$ cat src/rtl/seq_pkg.sv
// Shared types and field constants for the fetch/sequence controller.
package seq_pkg;

  typedef enum logic [1:0] {
    IDLE   = 2'd0,
    RUN    = 2'd1,
    STEP   = 2'd2,
    HALTED = 2'd3
  } seq_state_e;

  localparam int PC_W    = 4;
  localparam int INSTR_W = 16;
  localparam int OPC_MSB = 15;
  localparam int OPC_LSB = 12;

  localparam logic [OPC_MSB-OPC_LSB:0] HALT_OP_DEFAULT = 4'b1111;

endpackage

$ cat src/rtl/pc_sequencer.sv
// Program counter and run/step/halt sequencing for the single-cycle datapath.
// exec_en qualifies every datapath state write for the instruction at pc.
module pc_sequencer
  import seq_pkg::*;
#(
  parameter logic [OPC_MSB-OPC_LSB:0] HALT_OP   = HALT_OP_DEFAULT,
  parameter bit                       WRAP_HALT = 1'b0,
  parameter int                       CNT_W     = 8
) (
  input  logic               clk,
  input  logic               rst_n,
  input  logic               start,
  input  logic               step,
  input  logic               stop,
  input  logic               clear,
  input  logic [INSTR_W-1:0] instr,
  input  logic               branch_take,
  input  logic [PC_W-1:0]    branch_target,
  output logic [PC_W-1:0]    pc,
  output logic               exec_en,
  output logic               busy,
  output logic               halted,
  output logic [CNT_W-1:0]   icount
);

  seq_state_e         state_q, state_d;
  logic [PC_W-1:0]    pc_q, pc_d;
  logic [CNT_W-1:0]   icount_q, icount_d;
  logic               active;
  logic               hop;
  logic               instr_unused;

  assign instr_unused = ^instr[OPC_LSB-1:0];

  assign active  = (state_q == RUN) || (state_q == STEP);
  assign hop     = active && (instr[OPC_MSB:OPC_LSB] == HALT_OP);
  assign exec_en = active && !hop && !clear;

  always_comb begin
    state_d  = state_q;
    pc_d     = pc_q;
    icount_d = icount_q;
    if (clear) begin
      state_d  = IDLE;
      pc_d     = '0;
      icount_d = '0;
    end else begin
      unique case (state_q)
        IDLE: begin
          if (start)     state_d = RUN;
          else if (step) state_d = STEP;
        end
        RUN, STEP: begin
          if (hop) begin
            state_d = HALTED;
          end else begin
            pc_d = branch_take ? branch_target : pc_q + PC_W'(1);
            if (icount_q != {CNT_W{1'b1}}) icount_d = icount_q + CNT_W'(1);
            // Falling off the end of memory halts only when no branch redirects fetch.
            if (WRAP_HALT && (pc_q == {PC_W{1'b1}}) && !branch_take)
              state_d = HALTED;
            else if ((state_q == STEP) || stop)
              state_d = IDLE;
          end
        end
        HALTED: state_d = HALTED;
        default: state_d = IDLE;
      endcase
    end
  end

  always_ff @(posedge clk or negedge rst_n) begin
    if (!rst_n) begin
      state_q  <= IDLE;
      pc_q     <= '0;
      icount_q <= '0;
    end else begin
      state_q  <= state_d;
      pc_q     <= pc_d;
      icount_q <= icount_d;
    end
  end

  assign pc     = pc_q;
  assign icount = icount_q;
  assign busy   = active;
  assign halted = (state_q == HALTED);

endmodule

$ cat config.mk
export PLATFORM = sky130hd
export DESIGN_NAME = pc_sequencer
export DESIGN_NICKNAME = d
export VERILOG_FILES = /design/src/rtl/seq_pkg.sv /design/src/rtl/pc_sequencer.sv
export SDC_FILE = /design/constraint.sdc
export NUM_CORES = 1
export LEC_CHECK = 0
export ABC_AREA = 1
export BUFFER_PORTS_ARGS = -buffer_cell sky130_fd_sc_hd__buf_2
export CAP_MARGIN = 0
export CORE_ASPECT_RATIO = 1.4
export CORE_MARGIN = 2
export CORE_UTILIZATION = 46
export DETAILED_ROUTE_END_ITERATION = 10
export GPL_TIMING_DRIVEN = 0
export PLACE_DENSITY_LB_ADDON = 0.08
export SKIP_LAST_GASP = 1
export SLEW_MARGIN = 5
export SYNTH_ARGS = -nofsm -noshare
export SYNTH_HDL_FRONTEND = slang
export SYNTH_SLANG_ARGS = --single-unit
$ cat constraint.sdc
create_clock -name clk -period 1.7 [get_ports clk]
set_clock_uncertainty 0.15 [all_clocks]
set_input_delay 0.255 -clock clk [delete_from_list [all_inputs] [get_ports clk]]
set_output_delay 0.255 -clock clk [all_outputs]
set_load 0.05 [all_outputs]
# ---- After elaboration in Yosys (flattened, before gate mapping)
# Index checks and enable logic that the tools add are counted.
dict set report totals {
  reg_bits 14
  latchBits 0
  mem_bits_rw 0
  romBits 0
  output_inout_bits 15
  elab_cells 41
  mem_count 0
}
dict set report op_classes {
  addsub 2
  n_mul 0
  n_div 0
  n_lt_le_gt_ge 0
  eq_ne 8
  n_shift 0
  mux 14
  bitwise_logic 0
  n_reduce_logical 14
}
# operator n
set ops {}
lappend ops {{two-way mux 8 bit} 4}
lappend ops {{two-way mux 4 bit} 4}
lappend ops {{two-way mux 2 bit} 5}
lappend ops {{adder 8 x 1 -> 8 bit (second input constant)} 1}
lappend ops {{inequality test 4 bit (second input constant)} 2}
lappend ops {{inequality test 8 bit (second input constant)} 1}
lappend ops {{one-hot mux 2 bit (3 select lines)} 1}
lappend ops {{adder 4 x 1 -> 4 bit (second input constant)} 1}
lappend ops {{== test 2 bit (second input constant)} 2}
lappend ops {{== test 4 bit (second input constant)} 1}
lappend ops {{AND reduction 2 bit} 2}
lappend ops {{nonzero test 2 bit} 2}
lappend ops {{logical AND 1 bit} 3}
lappend ops {{AND reduction 3 bit} 1}
lappend ops {{== test 2 x 1 -> 1 bit (second input constant)} 1}
lappend ops {{zero test 1 bit} 2}
lappend ops {{zero test 2 bit} 1}
lappend ops {{logical OR 1 bit} 2}
lappend ops {{inequality test 2 bit (second input constant)} 1}
lappend ops {{OR reduction 2 bit} 1}

# ---- Longest topological paths before layout
dict set report logic_depth {
  depth_word 6
  mapped_depth 8
  depth_no_buf 7
}

# ---- Worst setup path before layout
# No wires, ideal clock.
dict set report synth_path {
  path_kind {flip-flop to flip-flop}
  start {register state_q[1]}
  end {register icount_q[0] (netlist: icount[0])}
  t_arrival_ns 1.803
  slack_ns -0.320
  stages_incl_launch_ff 7
  synth_period_minus_slack_ns 2.020
  path_cell_list {dfrtp_1 -> inv_1 -> ha_1 -> nand3_1 -> inv_1 -> nand3_1 -> nand2_1}
}
dict set report synth_between {
  elab_chain_len 5
  word_cells_on_any_way 8
  classes_between {eq/ne (3); reduce/logical (5)}
}
# item line
set synth_lines {}
lappend synth_lines {{start: declaration} pc_sequencer.sv:26} ;# seq_state_e state_q, state_d;
lappend synth_lines {{start signal: assignment} pc_sequencer.sv:78} ;# state_q <= state_d;
lappend synth_lines {{== test 2 x 1 -> 1 bit or == test 2 bit (tied branches)} pc_sequencer.sv:35} ;# assign active = (state_q == RUN) || (state_q == STEP);
lappend synth_lines {{logical OR 1 bit *} pc_sequencer.sv:35}
lappend synth_lines {{named net busy} pc_sequencer.sv:21} ;# output logic busy,
lappend synth_lines {{logical AND 1 bit *} pc_sequencer.sv:36} ;# assign hop = active && (instr[OPC_MSB:OPC_LSB] == HALT_OP);
lappend synth_lines {{inequality test 2 bit (no line) *} n/a}
lappend synth_lines {{AND reduction 3 bit (no line) *} n/a}
lappend synth_lines {{end signal: assignment} pc_sequencer.sv:80} ;# icount_q <= icount_d;
lappend synth_lines {{end: declaration} pc_sequencer.sv:28} ;# logic [CNT_W-1:0] icount_q, icount_d;
# The timed path passes the listed nets; every way through them passes the cells marked *.
# A chain may end at the register's enable or synchronous reset.

# ---- Worst setup path after layout
dict set report layout_path {
  start {register state_q[0]}
  end {output exec_en}
}
dict set report layout_between {
  elab_chain_len 6
  word_cells_on_any_way 7
  classes_between {eq/ne (2); reduce/logical (5)}
}
# item line
set layout_lines {}
lappend layout_lines {{== test 2 x 1 -> 1 bit or == test 2 bit (tied branches)} pc_sequencer.sv:35}
lappend layout_lines {{logical OR 1 bit *} pc_sequencer.sv:35}
lappend layout_lines {{logical AND 1 bit} pc_sequencer.sv:36}
lappend layout_lines {{zero test 1 bit} pc_sequencer.sv:37} ;# assign exec_en = active && !hop && !clear;
lappend layout_lines {{logical AND 1 bit * (2 in a row)} pc_sequencer.sv:37}
lappend layout_lines {{end: declaration} pc_sequencer.sv:20} ;# output logic exec_en,
# Mark *: on every way between the ends. The rest lies on a longest branch, timed or not.

==> out/qor.yml <==
synth_common_cells: "nand2_1 (34), dfrtp_1 (14), nand3_1 (14)"
violations: "negative setup slack"
dpl.hpwl_mm: 1.486
die_h_um: 57.27
dieArea_um2: 2408
synthTopCellsByArea: "dfrtp_1 (38%), nand2_1 (14%), ha_1 (8.1%)"
ys_ff_latch: 14
end_kind: "output port"
holdCritPathClass: "primary input to register"
hold-worst-slack_ns: 0.1380
synth_most_common_cell: "nand2_1"
dp_cells: 175
dr.pass1.iters: 4
combPwrFrac: 0.630
power_frac_seq: 0.267
worst_setup_path_start_kind: "register"
die_w_um: 42.05
setup_viol_count_final: 1
internal-power_mw: 0.9382
gp_congestion: 0.8613
clk_latency_ns: 0.27
grt_max_degree: 15
drc: 0
p_leak_nw: 0.6856
clockRootBuffer: "clkbuf_4"
grt_pass1_vias: 864
swShare: 0.4782
syn_inst: 125
clock-sinks: 14
htreeDepth: 1
drv_slew: 0
place_ws_ns: -0.01754
cp_cell_sequence: "inv_2, ha_4, nand3_4, clkinvlp_4, buf_8"
status: "finished, violations left"
vias: 937
rsz0062_at_grt: "true"
cts_buffers: 3
ant_nets: 0
ff2ff_path_depth: 8
final_nets: 206
yosys_warnings: 0
cellPowerDensity_nw_per_um2: 1402
drt-initial-drc-count: 9
synthFlopType: "dfrtp_1"
worstMarginPinSlew_ns: 0.3280
layout-drive-gt1-share: 0.3567
final-instance-count-excl-fill: 192
routed_wl_mm: 2.073
wl_per_cell_um: 10.80
core_area_um2: 1949
finalWorstSetupSlack_ns: -0.02785
cts_tree: "yes"
areaGrowthSynthToFinish_pct: 37.58
antenna_found_initial: 0
critPathArrivalTime_ns: 1.32
crit_slowest_cell: "dfrtp_1"
maxCapViolations: 0
clkPwrFrac: 0.103
yosys.cell_types.count: 21
min_period_ns: 1.728
initial_core_util: 0.4782
holdPathStages: 4
synthArstFlopShare: 1.000
syn_nets: 158
critPathKind: "register to output port"
cts_buffer_depth: 2
vdd_drop_max_mv: 0.9796
clk_pin_slew_ns: 0.08
synth.top_cell.area_share: 0.3758
grt_overflow: 0
vias_per_cell: 4.880
synth_top_area_cell: "dfrtp_1"
netlist_area_um2: 932.1
syn_area_per_cell_um2: 7.457
min_period_over_period: 1.016
synth_edf_count: 0
io_buffers: 29
fin_tns_setup_ns: -0.02785
synth-seq-area-share: 0.3758
critPathMaxStageDelay_ns: 0.40
required_ns: 1.29
io_pins: 42
worstPathMaxFanout: 3
rows: 19
finalHoldViolCount: 0
max_freq_mhz: 578.8
gr-usage-all-layers: 0.1871
antenna_cells: 0
maxSlewHeadroom: 0.7814
grt_pass1_wl_mm: 3.484
switching_power_mw: 0.8599
==> worst max-delay path: cells and delay by family (launching register included) <==
family	cells	cell delay (ns)
adders and majority gates	1	0.22
buffers and inverters	3	0.33
DFF	1	0.40
and+or+nand+nor	1	0.10
==> power groups by stage <==
stage | logic, mW | registers [mW] | clock network, mW
finish | 1.13 | 0.481 | 0.185
global route | 1.22 | 0.495 | 0.206
CTS | 1.04 | 0.482 | 0.199
detailed placement | 0.863 | 0.492 | 0
global placement | 0.850 | 0.489 | 0
floorplan | 0.517 | 0.661 | 0
==> worst paths after layout <==
kind	from	end	slack (ns)
max	state_q[0]	exec_en	-0.03
min in group asynchronous	rst_n	icount[5]	0.25
min	clear	icount[6]	0.14
max reg2reg	state_q[0]	icount[7]	0.04
max in group asynchronous	rst_n	icount[0]	0.88
min reg2reg	icount[4]	icount[4]	0.38
==> placed cells by master, fill, tap and decap left out <==
cell type      instances
dfrtp_2                2
nor2_1                13
o21ai_1                4
inv_1                  9
buf_6                  2
xnor2_1                1
nand3_4                2
o21bai_1               1
inv_2                  3
nand2_4                1
ha_4                   1
clkinvlp_4             1
o21ai_2                1
nand2_2                1
dlygate4sd3_1          1
nor2_4                 1
buf_8                  1
ha_1                   5
nand4_1                2
nand3_1               13
xor2_1                 1
or2_2                  1
mux2i_1                2
o21ai_0                8
nand2_1               34
buf_4                 12
dfrtp_1               12
clkbuf_4               3
buf_2                 29
a21oi_1                4
==> state kept, by name, summed over array words and instances (netlist names) <==
signal	count
state_q	2
icount	8
pc	4
==> metrics by stage <==
| step | util | area [um2] | total power, mW |
|---|---|---|---|
| 2_1_floorplan | - | 955.9 | 1.178 |
| 3_3_place_gp | 0.5783 | 1127 | 1.338 |
| 3_5_place_dp | 0.5783 | 1127 | 1.355 |
| 4_1_cts | 0.6348 | 1237 | 1.716 |
| 5_1_grt | 0.6579 | 1282 | 1.920 |
| 6_report | 0.6579 | 1282 | 1.798 |
==> cells by family (layout without fill, tap and decap cells) <==
| group | after synthesis | in the layout | share of synthesized area |
|---|---|---|---|
| buffers and inverters | 15 | 61 | 0.06980 |
| muxes | 2 | 2 | 0.02148 |
| xor gates and xnor gates | 2 | 2 | 0.01880 |
| adders and majority gates | 6 | 6 | 0.08053 |
| AOI/OAI and AO/OA | 18 | 18 | 0.09933 |
| DFF | 14 | 14 | 0.3758 |
| and+or+nand+nor | 68 | 68 | 0.3342 |
==> cell type report <==
type	count	area, um2
buffer	2	16.27
multi-input combinational	96	545.5
inverter	13	52.55
fill	180	666.9
timing repair buffer	43	266.5
sequential	14	352.8
tap	21	26.28
clock buffer	3	22.52
==> routing by layer <==
metal / GRT usage / vias to the layer above / routed length, um
li1: - / 502 / -
met1: 0.2355 / 414 / 947
met2: 0.3170 / 19 / 1022
met3: 0.02848 / 2 / 84
met4: 0.08036 / 0 / 19
met5: 0 / - / 0
==> repair_timing <==
action                                  4_1_cts  5_1_grt
hold endpoints to repair                     14        0
pin swaps                                     1        3
buffers inserted                              8        4
resized for setup                             6        7
hold buffers                                  1        0
endpoints found under the setup margin        2        9
gates cloned                                  0        1
Note: power is estimated with default switching activity, not from simulation.
